**src/rtl/led_frame_refresh.sv**
```systemverilog
// led_frame_refresh: double-buffered column display refresher that streams a command byte and NUM_COLS data bytes to a byte writer
module led_frame_refresh #(
  parameter int NUM_COLS    = 16,
  parameter int CLK_HZ      = 12_000_000,
  parameter int REFRESH_DIV = 12_000_000,
  parameter int PAUSE_CYC   = 12_000
) (
  input  logic       CLK,
  input  logic       RST_N,
  input  logic       wr_en,
  input  logic [3:0] wr_addr,
  input  logic [7:0] wr_data,
  input  logic [2:0] brightness,
  input  logic       disp_on,
  input  logic       update,
  input  logic       i_busy,
  output logic       o_valid,
  output logic [7:0] o_pos,
  output logic [7:0] o_value,
  output logic       o_active,
  output logic       o_frame_done
);
  typedef enum logic [2:0] {IDLE, CMD, PAUSE, DATA, DONE} state_t;

  if (NUM_COLS < 1 || NUM_COLS > 16 || REFRESH_DIV < 2 || CLK_HZ < 1) begin : g_bad_params
    $error("led_frame_refresh: parameter out of range");
  end

  state_t      state;
  logic [7:0]  back  [16];
  logic [7:0]  front [16];
  logic [31:0] timer;
  logic [31:0] pause_cnt;
  logic [3:0]  col;
  logic        pending;
  logic        tick;
  logic        start;
  logic        can_issue;

  assign tick      = timer == REFRESH_DIV - 1;
  assign start     = state == IDLE && pending;
  assign can_issue = !i_busy && !o_valid;
  assign o_active  = state != IDLE;

  // refresh timer and request latch run regardless of frame state; a request coinciding with start queues one more frame
  always_ff @(posedge CLK)
    if (!RST_N) begin
      timer   <= '0;
      pending <= 1'b0;
    end else begin
      timer   <= tick ? '0 : timer + 1;
      pending <= tick || update || (pending && !start);
    end

  // back buffer takes host writes; out-of-range columns are dropped
  always_ff @(posedge CLK)
    if (!RST_N) for (int i = 0; i < 16; i++) back[i] <= '0;
    else if (wr_en && 32'(wr_addr) < NUM_COLS) back[wr_addr] <= wr_data;

  // frame sequencer: snapshot, command byte, pause, data bytes, done pulse
  always_ff @(posedge CLK)
    if (!RST_N) begin
      state        <= IDLE;
      col          <= '0;
      pause_cnt    <= '0;
      o_valid      <= 1'b0;
      o_pos        <= '0;
      o_value      <= '0;
      o_frame_done <= 1'b0;
      for (int i = 0; i < 16; i++) front[i] <= '0;
    end else begin
      o_valid      <= 1'b0;
      o_frame_done <= 1'b0;
      case (state)
        IDLE: if (pending) begin
          front <= back;
          col   <= '0;
          state <= CMD;
        end
        CMD: if (can_issue) begin
          o_valid   <= 1'b1;
          o_pos     <= 8'hFF;
          o_value   <= {4'b1000, disp_on, brightness};
          pause_cnt <= '0;
          state     <= PAUSE;
        end
        PAUSE: if (pause_cnt + 1 >= PAUSE_CYC) begin
          col   <= '0;
          state <= DATA;
        end else pause_cnt <= pause_cnt + 1;
        DATA: if (can_issue) begin
          o_valid <= 1'b1;
          o_pos   <= 8'hC0 + 8'(col);
          o_value <= front[col];
          if (32'(col) == NUM_COLS - 1) state <= DONE;
          else col <= col + 1;
        end
        DONE: begin
          o_frame_done <= 1'b1;
          state        <= IDLE;
        end
        default: state <= IDLE;
      endcase
    end
endmodule

```
**config.mk**
```make
export PLATFORM = sky130hd
export DESIGN_NAME = led_frame_refresh
export DESIGN_NICKNAME = d
export VERILOG_FILES = /design/src/rtl/led_frame_refresh.sv
export SDC_FILE = /design/constraint.sdc
export NUM_CORES = 1
export LEC_CHECK = 0
export ABC_AREA = 1
export CAP_MARGIN = 20
export CORE_MARGIN = 2
export CORE_UTILIZATION = 40
export CTS_BUF_LIST = sky130_fd_sc_hd__clkbuf_4
export DETAILED_ROUTE_END_ITERATION = 8
export PLACE_DENSITY = 0.55
export SETUP_SLACK_MARGIN = 0.5
export SLEW_MARGIN = 15
export SYNTH_ARGS = -nofsm -noshare
export SYNTH_HDL_FRONTEND = slang
export SYNTH_SLANG_ARGS = --single-unit
export TNS_END_PERCENT = 5
```
**constraint.sdc**
```tcl
create_clock -name CLK -period 3.2 [get_ports CLK]
set_input_delay 0.64 -clock CLK [delete_from_list [all_inputs] [get_ports CLK]]
set_output_delay 0.64 -clock CLK [all_outputs]
set_load 0.03 [all_outputs]
```
==> flow_summary.yaml <==
run_status:
  status: "completed"
routing:
  final_antenna_net_count: 0
  wirelength_um: 41100
  drt_iter0_markers: 1178
  drc: 0
  drt-pass1-iter-count: 5
  vias: 13400
  post_drt_via_cell_ratio: 5.03
  wl_per_cell_um: 15.4
synth:
  mappedNetlistArea_um2: 14600
  postSynthAreaPerCell_um2: 7.08
  synth.yosys.seq_area_share_pct: 47.1
  post_syn_nets: 2089
  flops_latches_synth: 344
  netlist-cell-type-count: 38
  postSynthCellCount: 2065
  synthesis.yosys.warnings: 0
floorplan:
  design.die.area_um2: 38100
  rows: 70
  die_width_um: 195
  initial_utilization_pct: 40.2
  floorplan.core_area_um2: 36300
  io-pin-count: 40
  die_h_um: 195
cells_and_area:
  num-nets-final: 2159
  most_common_cell_after_layout_fill_and_taps_aside: "sky130_fd_sc_hd__o21ai_0"
  seqCellArea_um2: 6890
  layout-drive-gt1-share_pct: 10.2
  layout_area_overhead_pct: 14.4
  layout_common_cells: "sky130_fd_sc_hd__o21ai_0, sky130_fd_sc_hd__nor2_1, sky130_fd_sc_hd__dfxtp_1, sky130_fd_sc_hd__inv_1, sky130_fd_sc_hd__a21oi_1"
  multi_input_comb_area_um2: 6350
  layout.filler_cells: 3786
  design_area_um2: 16700
setup_path:
  cp_top_family: "buffers and inverters"
  cp_max_fo: 2
  arrival_ns: 1.80
  worst_setup_path_end_kind: "output port"
  critical_path.cell_chain: "clkdlybuf4s50_1"
  timing.critical_path.from_type: "register"
  crit_path_max_incr_delay_ns: 0.71
  cp.buffers_inverters: 1
  timing.setup.critical_path_class: "reg -> out"
  cpMaxStageDelayCell: "sky130_fd_sc_hd__clkdlybuf4s50_1"
  cp.required_ns: 2.56
place:
  place.detailed.hpwl_um: 25900
  dpl_cell_area_um2: 15500
  place_congestion: 0.827
  numPortBuffers: 39
clock_network:
  max-clock-path-buffers: 3
  clock_latency_ns: 0.74
  root_buffer: "sky130_fd_sc_hd__clkbuf_4"
  clock_sink_count: 344
  clkSlewWorstSetupHoldPaths_ns: 0.06
  cts_buffer_count: 93
  cts.htree.levels: 3
  tritoncts: "built"
timing:
  remaining_max_slew_budget_at_the_tightest_pin_pct: 23.0
  worst-slew-pin-transition_ns: 1.16
  layout_worst_path_cycle_share_pct: 76.3
  setup-tns-final_ns: 0
  rsz0062_at_grt: "false"
  report.final.setup_viol: 0
  timing.final.hold_violations: 0
  post-route-min-period_ns: 2.44
  timing.fmax_ghz: 0.409
  maxSlewViolCount: 0
  worst_clock_skew_ns: 0.0342
power_and_ir_drop:
  vdd_drop_max_v: 0.000415
  seq_power_share_pct: 41.4
  switching_power_w: 0.00449
  internal_power_w: 0.00791
  p_leak_nw: 6.50
  power.share.switching_pct: 36.2
  share_clk_of_total_power_pct: 31.1
  p_per_area_nw_per_um2: 741
  power_frac_comb_pct: 27.6
grt:
  largest_net_degree_at_the_start_of_global_routing: 257
  globalRoute.totalOverflow: 0
  grt_antenna_before_repair: 1
  wire_length_of_the_first_global_routing_pass_um: 65800
  grt.total_usage_pct: 21.5
  first_global_vias: 12300
worst_hold_path:
  timing.hold.worst.class: "in -> reg"
job:
  number_of_max_capacitance_violations_reported: 0
## power groups by stage
stage	registers (W)	clock network [W]	logic (W)
final	0.00513	0.00385	0.00342
after global routing	0.00519	0.00421	0.00381
after CTS	0.00513	0.00397	0.00334
after detailed placement	0.00522	0	0.00333
after global placement	0.00520	0	0.00331
after floorplan	0.00521	0	0.00222
## metrics by stage
step	std cells	utilization, %	total power [W]	hold slack, ns	worst slack, ns
3_3_place_gp	2506	42.8	0.00852	0.427	0.607
4_1_cts	2663	45.9	0.0124	0.230	0.651
2_1_floorplan	2065	-	0.00742	0.413	1.06
6_report	2667	46.1	0.0124	0.282	0.757
5_1_grt	2666	46.1	0.0132	0.271	0.517
3_5_place_dp	2506	42.8	0.00855	0.433	0.600
## cells in the mapped netlist
master,count,area share [%]
sky130_fd_sc_hd__clkinv_4,1,0.060
sky130_fd_sc_hd__a31o_2,1,0.060
sky130_fd_sc_hd__nand2_4,1,0.077
sky130_fd_sc_hd__o31ai_1,1,0.051
sky130_fd_sc_hd__nor2_1,348,8.9
sky130_fd_sc_hd__nand4_1,25,1.1
sky130_fd_sc_hd__nor2_4,5,0.38
sky130_fd_sc_hd__buf_1,3,0.077
sky130_fd_sc_hd__ha_1,3,0.26
sky130_fd_sc_hd__nand3_1,76,2.6
sky130_fd_sc_hd__buf_4,2,0.10
sky130_fd_sc_hd__dfxtp_1,344,47
sky130_fd_sc_hd__and2_1,1,0.043
sky130_fd_sc_hd__buf_2,1,0.034
sky130_fd_sc_hd__o21ai_1,2,0.068
sky130_fd_sc_hd__clkbuf_1,103,2.6
sky130_fd_sc_hd__inv_1,260,6.7
sky130_fd_sc_hd__nand2_1,186,4.8
sky130_fd_sc_hd__nor3b_1,5,0.26
sky130_fd_sc_hd__a21oi_1,255,8.7
sky130_fd_sc_hd__xnor2_1,4,0.24
sky130_fd_sc_hd__nor3_1,37,1.3
sky130_fd_sc_hd__xor2_1,11,0.66
sky130_fd_sc_hd__nor4_1,6,0.26
sky130_fd_sc_hd__nand3b_1,2,0.10
sky130_fd_sc_hd__o211ai_1,4,0.21
sky130_fd_sc_hd__a31oi_1,2,0.086
sky130_fd_sc_hd__o21ai_0,354,12
sky130_fd_sc_hd__clkinv_1,1,0.026
sky130_fd_sc_hd__or2_2,5,0.21
sky130_fd_sc_hd__and3_1,1,0.043
sky130_fd_sc_hd__nand2_2,4,0.17
sky130_fd_sc_hd__o21a_1,2,0.10
sky130_fd_sc_hd__a41oi_1,1,0.060
sky130_fd_sc_hd__nor3_4,1,0.11
sky130_fd_sc_hd__buf_6,2,0.15
sky130_fd_sc_hd__nor2_2,4,0.17
sky130_fd_sc_hd__a32oi_1,1,0.060
## sequential cells by signal, summed over array words and instances, names as in the netlist
signal        count
back            128
front           128
pause_cnt        32
timer            32
o_value           8
o_pos             6
col               4
state             3
o_frame_done      1
o_valid           1
pending           1
## kinds of logic (layout without fill, tap and decap cells)
family,after synthesis,in the layout,share of synthesized area (%)
simple gates,707,707,20.5
compound gates,623,623,21.5
other cells,0,2,0
flops,344,344,47.1
buf+inv,373,505,9.77
fa+ha+maj,3,3,0.257
xor+xnor,15,15,0.898
## repair_timing
item / in CTS / in global routing
hold endpoints to repair: 0 / 0
endpoints found under the setup margin: 1 / 33
hold buffers: 0 / 0
buffers inserted: 0 / 1
resized for setup: 2 / 12
cloned: 0 / 1
pin swaps: 0 / 1
## per-layer routing
| layer | share of wire [%] | vias to the layer above | track usage, % |
|---|---|---|---|
| met1 | 50 | 6157 | 30.6 |
| met2 | 44 | 304 | 33.1 |
| li1 | - | 6921 | - |
| met4 | 1.3 | 0 | 5.29 |
| met3 | 5.3 | 45 | 4.37 |
| met5 | 0 | - | 0 |
## cell type report
class	instances	area share, %
antenna	2	0.0299
timing repair inverter	1	0.0523
inverter	262	5.95
sequential	344	41.1
multi-input combinational	1348	37.9
tap	468	3.50
clock inverter	10	0.269
clock buffer	147	6.59
timing repair buffer	85	4.54
## final timing paths
path,start,to,slack (ns),cells past startpoint
worst max-delay path,o_value[6],o_value[6],0.76,1
worst min-delay path,RST_N,front[5],0.28,3
worst max register to register,pause_cnt[1],pause_cnt[9],0.80,17
worst min register to register,back[97],back[97],0.44,2
Power figures use the tool's default switching activity.
